<file path="src/rtl/uart_rx_if.sv">
// uart_rx serial input, byte holding register and status flags.
// master is the receiver side, slave is the line driver / consumer side.
`timescale 1ns/1ps
interface uart_rx_if;
    logic       rx;
    logic       rx_ack;
    logic [7:0] rx_data;
    logic       rx_valid;
    logic       rx_frame_err;
    logic       rx_overrun;
    logic       rx_busy;

    modport master (
        input  rx, rx_ack,
        output rx_data, rx_valid, rx_frame_err, rx_overrun, rx_busy
    );

    modport slave (
        output rx, rx_ack,
        input  rx_data, rx_valid, rx_frame_err, rx_overrun, rx_busy
    );
endinterface

</file>
<file path="src/rtl/uart_rx.sv">
// 8N1 UART receiver with mid-bit sampling and valid/ack holding register.
// Optional UART_RX_GLITCH_FILTER_EN adds a 2-of-3 majority filter on the line.
`timescale 1ns/1ps
module uart_rx #(
    parameter int CLK_SPEED = 12000000,
    parameter int BAUD_RATE = 19200
) (
    input  logic        clk,
    input  logic        rst_n,
    uart_rx_if.master   bus
);
    localparam int BAUD_COUNT = CLK_SPEED / BAUD_RATE;
    localparam int HALF_COUNT = BAUD_COUNT / 2;
    localparam int CW = (BAUD_COUNT > 1) ? $clog2(BAUD_COUNT) : 1;
    localparam logic [CW-1:0] FULL_LAST = CW'(BAUD_COUNT - 1);
    localparam logic [CW-1:0] HALF_LAST = CW'(HALF_COUNT - 1);

    typedef enum logic [1:0] {IDLE, START, DATA, STOP} state_t;

    logic sync1, sync2, line, prev, fall;

`ifdef UART_RX_GLITCH_FILTER_EN
    localparam int WARM = 5;
    logic flt1, flt2, vote;

    always_ff @(posedge clk or negedge rst_n) begin
        if (!rst_n) begin
            {sync1, sync2, flt1, flt2, vote} <= '1;
        end else begin
            sync1 <= bus.rx;
            sync2 <= sync1;
            flt1  <= sync2;
            flt2  <= flt1;
            vote  <= (sync2 & flt1) | (sync2 & flt2) | (flt1 & flt2);
        end
    end

    assign line = vote;
`else
    localparam int WARM = 3;

    always_ff @(posedge clk or negedge rst_n) begin
        if (!rst_n) begin
            sync1 <= 1'b1;
            sync2 <= 1'b1;
        end else begin
            sync1 <= bus.rx;
            sync2 <= sync1;
        end
    end

    assign line = sync2;
`endif

    // Edge detect stays disarmed until the pipeline holds real line samples,
    // so a line already low at reset release never looks like a start.
    logic [WARM-1:0] warm;

    always_ff @(posedge clk or negedge rst_n) begin
        if (!rst_n) begin
            warm <= '0;
            prev <= 1'b0;
        end else begin
            warm <= {warm[WARM-2:0], 1'b1};
            prev <= warm[WARM-1] & line;
        end
    end

    assign fall = prev & ~line;

    state_t         state, state_n;
    logic [CW-1:0]  cnt, cnt_n;
    logic [2:0]     bidx, bidx_n;
    logic           shift_en, stop_hit;
    logic [7:0]     shreg, data;
    logic           valid, ferr, ovr;

    always_comb begin
        state_n  = state;
        cnt_n    = cnt + 1'b1;
        bidx_n   = bidx;
        shift_en = 1'b0;
        stop_hit = 1'b0;
        unique case (state)
            IDLE: begin
                cnt_n = '0;
                if (fall) state_n = START;
            end
            START: if (cnt == HALF_LAST) begin
                cnt_n   = '0;
                bidx_n  = '0;
                state_n = line ? IDLE : DATA;
            end
            DATA: if (cnt == FULL_LAST) begin
                cnt_n    = '0;
                shift_en = 1'b1;
                bidx_n   = bidx + 1'b1;
                if (bidx == 3'd7) state_n = STOP;
            end
            STOP: if (cnt == FULL_LAST) begin
                cnt_n    = '0;
                stop_hit = 1'b1;
                state_n  = IDLE;
            end
            default: state_n = IDLE;
        endcase
    end

    always_ff @(posedge clk or negedge rst_n) begin
        if (!rst_n) begin
            state <= IDLE;
            cnt   <= '0;
            bidx  <= '0;
            shreg <= '0;
            data  <= '0;
            valid <= 1'b0;
            ferr  <= 1'b0;
            ovr   <= 1'b0;
        end else begin
            state <= state_n;
            cnt   <= cnt_n;
            bidx  <= bidx_n;
            ferr  <= 1'b0;
            ovr   <= 1'b0;
            if (shift_en) shreg <= {line, shreg[7:1]};
            if (stop_hit && line) begin
                data  <= shreg;
                valid <= 1'b1;
                ovr   <= valid & ~bus.rx_ack;
            end else begin
                if (stop_hit) ferr <= 1'b1;
                if (bus.rx_ack) valid <= 1'b0;
            end
        end
    end

    assign bus.rx_data      = data;
    assign bus.rx_valid     = valid;
    assign bus.rx_frame_err = ferr;
    assign bus.rx_overrun   = ovr;
    assign bus.rx_busy      = (state != IDLE);
endmodule

</file>
<file path="src/flat_wrapper.sv">
// flat-port wrapper written by rule: the top's interface ports become plain ports
module uart_rx_flat 
#(
    parameter int CLK_SPEED = 12000000,
    parameter int BAUD_RATE = 19200
)
  (clk, rst_n, bus_rx, bus_rx_ack, bus_rx_data, bus_rx_valid, bus_rx_frame_err, bus_rx_overrun, bus_rx_busy);
  uart_rx_if bus_i ();
  input  logic clk;
  input  logic rst_n;
  input wire logic [$bits(bus_i.rx)-1:0] bus_rx;
  input wire logic [$bits(bus_i.rx_ack)-1:0] bus_rx_ack;
  output wire logic [$bits(bus_i.rx_data)-1:0] bus_rx_data;
  output wire logic [$bits(bus_i.rx_valid)-1:0] bus_rx_valid;
  output wire logic [$bits(bus_i.rx_frame_err)-1:0] bus_rx_frame_err;
  output wire logic [$bits(bus_i.rx_overrun)-1:0] bus_rx_overrun;
  output wire logic [$bits(bus_i.rx_busy)-1:0] bus_rx_busy;
  assign bus_i.rx = bus_rx;
  assign bus_i.rx_ack = bus_rx_ack;
  assign bus_rx_data = bus_i.rx_data;
  assign bus_rx_valid = bus_i.rx_valid;
  assign bus_rx_frame_err = bus_i.rx_frame_err;
  assign bus_rx_overrun = bus_i.rx_overrun;
  assign bus_rx_busy = bus_i.rx_busy;
  uart_rx #(.CLK_SPEED(CLK_SPEED), .BAUD_RATE(BAUD_RATE)) u_core (.clk(clk), .rst_n(rst_n), .bus(bus_i));
endmodule
</file>
<file path="config.mk">
export PLATFORM = sky130hd
export DESIGN_NAME = uart_rx_flat
export DESIGN_NICKNAME = d
export VERILOG_FILES = /design/src/rtl/uart_rx_if.sv /design/src/rtl/uart_rx.sv /design/src/flat_wrapper.sv
export SDC_FILE = /design/constraint.sdc
export NUM_CORES = 1
export LEC_CHECK = 0
export CORE_AREA = 2 2 78 80
export CTS_CLUSTER_DIAMETER = 60
export DETAILED_ROUTE_END_ITERATION = 12
export DIE_AREA = 0 0 80 82
export PLACE_DENSITY = 0.52
export SYNTH_ARGS = -nofsm -noshare
export SYNTH_HDL_FRONTEND = slang
export SYNTH_SLANG_ARGS = --single-unit
</file>
<file path="constraint.sdc">
create_clock -name clk -period 1.7 [get_ports clk]
set_clock_uncertainty 0.1 [all_clocks]
set_input_delay 0.34 -clock clk [delete_from_list [all_inputs] [get_ports clk]]
set_output_delay 0.34 -clock clk [all_outputs]
set_load 0.1 [all_outputs]
</file>
==> impl_results.rst <==
.. list-table::
   :header-rows: 1

   * - Metric
     - Value
   * - Result of the run
     - finished, violations left
   * - Violations in the final reports
     - negative hold slack, negative setup slack
   * - Nets
     - 208
   * - DR vias
     - 1234
   * - Detailed Routing Iterations Pass 1
     - 4
   * - RSZ-0062 raised after global routing
     - true
   * - Minimum setup slack in the final design
     - -96.00 ps
   * - Crit-path slowest cell
     - dfrtp_1
   * - Die X
     - 80 um
   * - Average vias per placed instance
     - 4.537
   * - Post-layout instance count excluding filler cells
     - 272
   * - Final worst path period share
     - 105.6%
   * - Flip-flop cell with the highest count after synthesis
     - dfrtp_1
   * - Required @ worst endpoint
     - 1780 ps
   * - Average instance area after synthesis
     - 12.78 um2
   * - Cells taking the most area after synthesis
     - dfrtp_1 (53%), mux2_2 (10%), ha_1 (5.6%)
   * - Part of the power in the clock network
     - 21.0%
   * - Netlist cell types
     - 30
   * - Ports placed on the boundary
     - 16
   * - Largest net degree at the start of global routing
     - 41
   * - Antenna violations before repair
     - 0
   * - Fraction of registers with async set/reset
     - 100.0%
   * - Worst VDD drop
     - 0.6832 mV
   * - Clock Latency Late Sink
     - 290 ps
   * - Core area
     - 0.005746 mm2
   * - Effective utilization at floorplan
     - 31.14%
   * - Count of flip-flops with a built-in enable after synthesis
     - 0
   * - Setup crit end kind
     - flip-flop
   * - Syn nets
     - 152
   * - All-Layer GR Usage
     - 12.65%
   * - Avg WL per Cell
     - 13.30 um
   * - Routed WL
     - 3617 um
   * - Hold Slack
     - -3.262 ps
   * - Power share of the combinational group
     - 43.1%
   * - Top cell type's share of synthesized area
     - 53.15%
   * - Share of post-route cells with drive strength above 1
     - 46.70%
   * - Max FO, Critical Path
     - 5
   * - Actual transition at the worst max-transition pin
     - 505.0 ps
   * - Overall power after layout
     - 2.999 mW
   * - Number of instances in the synthesized netlist
     - 140
   * - Clock root buffer master
     - clkbuf_8
   * - Level count of the clock H-tree
     - 2
   * - Hold_buf cts
     - 0
   * - Critical Path Max Stage Delay
     - 390 ps
   * - Worst Hold Class
     - input port to asynchronous set/reset pin
   * - Final-report max-slew violation count
     - 0
   * - Number of DRC violations after detailed-routing iteration 0
     - 61
   * - Setup TNS
     - -1343 ps
   * - Switching power as a share of total power
     - 34.67%
   * - Vias in the first global route
     - 1335
   * - Setup-violating endpoint count in the final report
     - 24
   * - Power Internal
     - 1.959 mW
   * - Met2 Resource Use GR
     - 22.00%
   * - Number of diodes
     - 0
   * - Final routed DRC violation total
     - 0
   * - Relative slew margins
     - 66.33%
   * - Global-route wire length before repair
     - 6230 um
   * - Clock transition time at the flip-flop clock pins of the worst setup and hold paths
     - 80 ps
   * - Weighted congestion reported at the end of routability-driven placement
     - 0.8190
   * - Arr. time, crit path
     - 1870 ps
   * - Global Route met3 Usage
     - 3.297%
   * - Buffer depth of the longest clock path
     - 2
   * - Netlist Area Pre-Place
     - 0.001789 mm2
   * - Die Footprint
     - 0.006560 mm2
   * - Number of nets with antenna violations after routing
     - 0
   * - Hpwl dp
     - 2346 um
   * - GR Layer Usage met1
     - 14.65%
   * - Total gr overflow
     - 0
   * - Startpoint type of the worst setup path
     - flip-flop
   * - Count of input and output buffers
     - 15
   * - Die boundary height
     - 82 um
   * - Achievable Freq
     - 556.8 MHz
   * - Syn. warnings
     - 0
   * - Clock Sink Count
     - 40
   * - Layout overhead on the synthesized area
     - 45.52%
   * - Flop and latch count out of synthesis
     - 40
   * - Minimum setup slack after placement
     - -124.9 ps
   * - Count of maximum capacitance violations
     - 0
   * - Top Usage Layer GRT
     - met2
   * - Leakage power figure
     - 1.197 nW
   * - Sequence of cells on the critical path
     - inv_1 -> ha_2 -> nand4b_1 -> buf_4 -> o31ai_4 -> a21o_1 -> nor2_1
   * - Total clock buffers created by CTS
     - 5
   * - Library cell occupying the most area in the post-synthesis netlist
     - dfrtp_1
   * - Hold Fails Final Rpt
     - 3
   * - Cell Count Post-Placement
     - 247
   * - Part of the Yosys area used for sequential elements
     - 56.08%
   * - Row Count
     - 28
   * - Sequential cell fraction of total power
     - 35.9%
   * - Final worst path period need
     - 1796 ps
   * - Total net switching power
     - 1.040 mW
   * - Pwr per Cell Area
     - 1152 mW/mm2
   * - Critical path start-end classification
     - flip-flop to flip-flop
   * - Clock tree from TritonCTS
     - built
==> worst max-delay path, delay by kind of cell (launching register included) <==
| family | cells | cell delay (ps) |
|---|---|---|
| AND/OR/NAND/NOR | 2 | 240 |
| AO/OA/AOI/OAI | 2 | 520 |
| adder cells (fa/ha/maj) | 1 | 170 |
| buffers and inverters | 2 | 270 |
| flip-flops | 1 | 390 |
==> final timing paths <==
| check | end | slack (ps) | start | cells after the start |
|---|---|---|---|---|
| max in group asynchronous | u_core.sync1 | 1130 | rst_n | 2 |
| max reg2reg | u_core.cnt[0] | -100 | u_core.cnt[1] | 7 |
| max | u_core.cnt[0] | -100 | u_core.cnt[1] | 7 |
| min in group clk | u_core.line | 260 | u_core.sync1 | 0 |
| min reg2reg | u_core.line | 260 | u_core.sync1 | 0 |
| min | u_core.cnt[3] | -3 | rst_n | 2 |
==> cell usage in the layout (no fill, tap or decap), types with 2 or more instances in the layout <==
| cell | instances |
|---|---|
| nand2_1 | 6 |
| nor2_1 | 17 |
| nand3_4 | 2 |
| mux2i_1 | 4 |
| buf_12 | 12 |
| dfrtp_1 | 38 |
| clkbuf_8 | 5 |
| clkinvlp_4 | 2 |
| nor2_4 | 2 |
| ha_2 | 2 |
| xor2_1 | 2 |
| ha_1 | 5 |
| nand4_1 | 2 |
| mux2_2 | 14 |
| dfstp_2 | 2 |
| inv_2 | 2 |
| mux2_4 | 3 |
| xnor2_1 | 6 |
| buf_6 | 7 |
| buf_4 | 27 |
| nand2b_1 | 4 |
| nand3_1 | 5 |
| inv_1 | 6 |
| clkdlybuf4s50_1 | 2 |
==> cells in the mapped netlist (all sizes together), types with 2 or more instances <==
library cell  number
buf                2
dfrtp             38
dfstp              2
ha                 8
inv                9
mux2              17
mux2i              4
nand2              7
nand2b             4
nand3              7
nand4              2
nand4bb            2
nor2              19
nor3               2
xnor2              6
xor2               2
==> through the flow <==
step | cell area (um2) | utilization [%]
3_3_place_gp | 2295 | 39.94
6_report | 2604 | 45.32
4_1_cts | 2550 | 44.38
3_5_place_dp | 2295 | 39.94
5_1_grt | 2604 | 45.32
2_1_floorplan | 1805 | -
==> cell type report <==
type                    instances  area, um2
fillers                       533       3142
flip-flops and latches         40       1003
multi-input cells              91      833.3
repair buffers                 49      546.8
well taps                      75      93.84
clock buffers                   6      72.57
inverters                       9      37.54
clock inverters                 2      16.27
==> registers in the layout, summed over array words and instances (netlist names), named ones only <==
signal                   flops
u_core.shreg                 8
u_core.line                  1
u_core.sync1                 1
u_core.bus.rx_data           8
u_core.bus.rx_frame_err      1
u_core.bidx                  3
u_core.warm                  3
u_core.cnt                  10
u_core.bus.rx_overrun        1
u_core.prev                  1
u_core.state                 1
u_core.bus.rx_valid          1
==> timing repair <==
action                                  4_1_cts  5_1_grt
cloned                                        2        0
endpoints found under the setup margin       32       33
pin swaps                                    11       10
setup buffers                                12        3
gates resized for setup                      13        9
==> logic make-up after synthesis <==
kind of cell / after synthesis / synth area share (%)
fa+ha+maj: 8 / 5.595
other cells: 1 / 0.2096
buf+inv: 11 / 2.587
simple gates: 46 / 14.34
mux: 21 / 13.15
compound gates: 5 / 4.126
xor+xnor: 8 / 3.916
flops: 40 / 56.08
==> power groups by stage <==
stage / Sequential, mW / Clock [mW] / Combinational, mW
after global placement: 1.10 / 0 / 0.955
after global routing: 1.08 / 0.710 / 1.37
final: 1.08 / 0.631 / 1.29
after floorplan: 1.08 / 0 / 0.670
after detailed placement: 1.11 / 0 / 0.968
after CTS: 1.07 / 0.660 / 1.22
==> routing by layer <==
| metal | vias to the layer above | part of all wire, % | wire length (um) |
|---|---|---|---|
| li1 | 583 | - | - |
| met1 | 627 | 42 | 1522 |
| met2 | 17 | 53 | 1934 |
| met3 | 7 | 2.6 | 95 |
| met4 | 0 | 1.7 | 63 |
| met5 | - | 0 | 0 |
(Power assumes the default switching activity.)
==> RTL edit 1 (config.mk and constraints unchanged) <==
The localparam `WARM` goes from 3 to 6.
--- a/src/rtl/uart_rx.sv
+++ b/src/rtl/uart_rx.sv
@@ -37,7 +37,7 @@
 
     assign line = vote;
 `else
-    localparam int WARM = 3;
+    localparam int WARM = 6;
 
     always_ff @(posedge clk or negedge rst_n) begin
         if (!rst_n) begin
Function: changed (a bounded check fails within 10 cycles, from zero or initial values and one cycle with rst_n low).
==> RTL edit 1 against the original RTL <==
The flow finishes with violations (setup timing). Worst setup slack lost 0.0030 ns. Critical path depth is 2 lower. Cell count increased by 0.37%. Utilization up 1.1 points. Total power fell by 0.58%. Sequential cell count rose by 3. Global-route usage decreased by 0.18 points. Final area increased by 2.5%. Synthesized area increased by 4.2%. Wire length is 0.77% higher.
==> RTL edit 1: results (changes against the original RTL) <==
.. list-table::
   :header-rows: 1

   * - Metric
     - Value
   * - First-pass GRT wire length
     - 6240 um (was 6230 um)
   * - Mapped Nets
     - 155 (was 152)
   * - Fin cells
     - 273 (was 272)
   * - Proportion of cell area spent on the clock network
     - 3.33% (was 3.41%)
   * - Final Worst Setup Slack
     - -0.0990 ns (was -0.0960 ns)
   * - Adder and majority gate portion of the synthesized area
     - 5.37% (was 5.59%)
   * - Run status
     - finished with violations (unchanged)
   * - Number of synthesized register bits
     - 43 (was 40)
   * - Sequential group power
     - 1.15 mW (was 1.08 mW)
   * - Proportion of synthesized area in mux cells
     - 12.6% (was 13.1%)
   * - Share of the yosys chip area belonging to registers
     - 57.9% (was 56.1%)
   * - Filler Cells Inserted
     - 530 (was 533)
   * - Final net count
     - 209 (was 208)
   * - Fraction of area in non-clock buffers
     - 20.3% (was 21.0%)
   * - Fraction of final layout cells sized beyond drive strength 1
     - 45.5% (was 46.7%)
   * - Critical register-to-register path endpoint
     - u_core.bidx[0] (was u_core.cnt[0])
   * - Multi-input combinational area share
     - 31.0% (was 32.0%)
   * - Violated checks
     - setup timing (was hold timing, setup timing)
   * - Switching power total
     - 0.985 mW (was 1.04 mW)
   * - Worst Hold Slack
     - 0.244 ns (was -0.00326 ns)
   * - Synthesis-to-finish area growth
     - 43.2% (was 45.5%)
   * - Hold buffer count at CTS
     - 1 (was 0)
   * - Sequential Power Share
     - 38.6% (was 35.9%)
   * - Clock distribution power
     - 0.637 mW (was 0.631 mW)
   * - Number of failing setup endpoints in the final timing report
     - 24 (unchanged)
   * - Most area-consuming cells after synthesis
     - sky130_fd_sc_hd__dfrtp_1 (55%), sky130_fd_sc_hd__mux2_2 (9.7%), sky130_fd_sc_hd__ha_1 (5.4%) (was sky130_fd_sc_hd__dfrtp_1 (53%), sky130_fd_sc_hd__mux2_2 (10%), sky130_fd_sc_hd__ha_1 (5.6%))
   * - DP Wirelength
     - 2490 um (was 2350 um)
   * - Post-route setup TNS
     - -0.872 ns (was -1.34 ns)
   * - Maximum number of pins on one net before global-route repair
     - 29 (was 41)
   * - Worst slack after detailed placement
     - -0.173 ns (was -0.125 ns)
RTL edit 1: changes by cell type in the layout (fill, tap and decap cells not counted), moves of 2 or more:
cell,delta
sky130_fd_sc_hd__buf_4,-3
sky130_fd_sc_hd__dfrtp_1,+3
sky130_fd_sc_hd__mux2_2,+2
sky130_fd_sc_hd__mux2_4,-2
sky130_fd_sc_hd__nor2_4,-2
RTL edit 1: worst register-to-register path, cell delays in order, from the launching register on:
cell and delay, ns:
sky130_fd_sc_hd__dfrtp_1 0.38, sky130_fd_sc_hd__nand4bb_4 0.31, sky130_fd_sc_hd__o41ai_4 0.35, sky130_fd_sc_hd__buf_4 0.18
sky130_fd_sc_hd__o211ai_4 0.07, sky130_fd_sc_hd__mux2_4 0.30
RTL edit 1: per-layer routing:
layer  track usage [%]  routed length (um)
met1              15.3                1630
met2              21.6                1860
met3              3.41                 110
met4              3.56                  41
met5                 0                   0
==> RTL edit 2 (same settings) <==
Without the edit above. The 4 states of `state_t` get a one-hot encoding in 4 bits.
--- a/src/rtl/uart_rx.sv
+++ b/src/rtl/uart_rx.sv
@@ -15,7 +15,7 @@
     localparam logic [CW-1:0] FULL_LAST = CW'(BAUD_COUNT - 1);
     localparam logic [CW-1:0] HALF_LAST = CW'(HALF_COUNT - 1);
 
-    typedef enum logic [1:0] {IDLE, START, DATA, STOP} state_t;
+    typedef enum logic [3:0] {IDLE = 4'b0001, START = 4'b0010, DATA = 4'b0100, STOP = 4'b1000} state_t;
 
     logic sync1, sync2, line, prev, fall;
 
Function: no difference found for any inputs over 10 cycles, from zero or initial values and one cycle with rst_n low; not proved beyond that.
==> RTL edit 2 against the original RTL <==
The flow finishes with violations (setup timing). Worst setup slack worse by 0.26 ns. Wire length grew 20%. Sequential share of layout area is 3.2 points lower. Total power rose by 27%. Final area grew 15%. Synthesized area rose by 2.9%. Sequential cell count rose by 2. Sequential power increased by 8%.
==> RTL edit 2: results (changes against the original RTL) <==
.. list-table::
   :header-rows: 1

   * - Metric
     - Value
   * - Violated checks
     - setup timing (was hold timing, setup timing)
   * - Cell area power density
     - 1280 nW/um^2 (was 1150 nW/um^2)
   * - Worst-path maximum fanout
     - 4 (was 5)
   * - Routability-driven placement congestion ratio
     - 0.848 (was 0.819)
   * - RR Startpoint
     - u_core.state[3] (was u_core.cnt[1])
   * - Worst min path class
     - reg2reg (was in2async)
   * - Gate family responsible for the most delay along the worst path
     - simple AND/OR/NAND/NOR gates (was compound AO/OA/AOI/OAI gates)
   * - Share of the yosys chip area belonging to registers
     - 57.3% (was 56.1%)
   * - Most area-consuming cells after synthesis
     - sky130_fd_sc_hd__dfrtp_1 (53%), sky130_fd_sc_hd__mux2_2 (10%), sky130_fd_sc_hd__dfstp_2 (4.3%) (was sky130_fd_sc_hd__dfrtp_1 (53%), sky130_fd_sc_hd__mux2_2 (10%), sky130_fd_sc_hd__ha_1 (5.6%))
   * - Met2 wire len
     - 2220 um (was 1930 um)
   * - Max IR drop VDD
     - 0.000797 V (was 0.000683 V)
   * - Destination of the critical timing path
     - u_core.bidx[0] (was u_core.cnt[0])
   * - Synthesized area per cell
     - 12.7 um^2 (was 12.8 um^2)
   * - FF+latch area
     - 1050 um^2 (was 1000 um^2)
   * - Detailed-routing wirelength on met1
     - 1970 um (was 1520 um)
   * - DP Wirelength
     - 2560 um (was 2350 um)
   * - Post-detailed-routing wire length
     - 4350 um (was 3620 um)
   * - Seq cells
     - 42 (was 40)
   * - Detailed router's first-iteration violation count
     - 56 (was 61)
   * - Multi-input gates
     - 97 (was 91)
   * - Final Worst Setup Slack
     - -0.359 ns (was -0.0960 ns)
   * - Fraction of synthesized cell area in xor and xnor cells
     - 4.28% (was 3.92%)
   * - Run status
     - finished with violations (unchanged)
   * - Final net count
     - 216 (was 208)
   * - Met1 Resource Use GR
     - 18.1% (was 14.7%)
   * - Highest cell delay on the worst timing path
     - 0.54 ns (was 0.39 ns)
   * - Number of failing setup endpoints in the final timing report
     - 36 (was 24)
   * - Top cell types by occurrence after synthesis
     - sky130_fd_sc_hd__dfrtp_1 (39), sky130_fd_sc_hd__mux2_2 (17), sky130_fd_sc_hd__a21oi_1 (10) (was sky130_fd_sc_hd__dfrtp_1 (38), sky130_fd_sc_hd__nor2_1 (19), sky130_fd_sc_hd__mux2_2 (16))
   * - Static Leakage
     - 1.32 nW (was 1.20 nW)
   * - Global router's overall resource usage
     - 14.2% (was 12.7%)
   * - Layout inverter count without the clock tree
     - 4 (was 9)
   * - Proportion of cell area spent on the clock network
     - 4.78% (was 3.41%)
   * - Count of cell types in the netlist
     - 45 (was 30)
   * - Arrival @ worst endpoint
     - 2.15 ns (was 1.87 ns)
-- RTL edit 2: metrics by stage --
stage | utilization, % | hold WS, ns | area [um^2] | TNS [ns] | power, mW
after floorplan | - | -0.0556 | 1890 | -6.16 | 1.78
after global placement | 43.1 | 0.215 | 2480 | -7.40 | 2.19
after detailed placement | 43.1 | 0.216 | 2480 | -8.12 | 2.22
after CTS | 50.0 | 0.253 | 2870 | -7.13 | 3.65
after global routing | 52.0 | 0.263 | 2990 | -11.92 | 4.01
final | 52.0 | 0.256 | 2990 | -8.96 | 3.82
-- RTL edit 2: what timing repair did --
action,CTS,global route
resized for setup,42,12
hold buffers,1,0
cloned,3,0
endpoints found under the setup margin,36,37
pin swaps,15,6
buffers inserted,4,7
endpoints found under the hold margin,16,0
-- RTL edit 2: power by group through the flow --
stage	combinational, mW	clock [mW]	sequential, mW
final	1.67	0.976	1.17
after global routing	1.78	1.05	1.18
after CTS	1.49	0.999	1.16
after detailed placement	1.04	0	1.17
after global placement	1.02	0	1.17
after floorplan	0.603	0	1.18
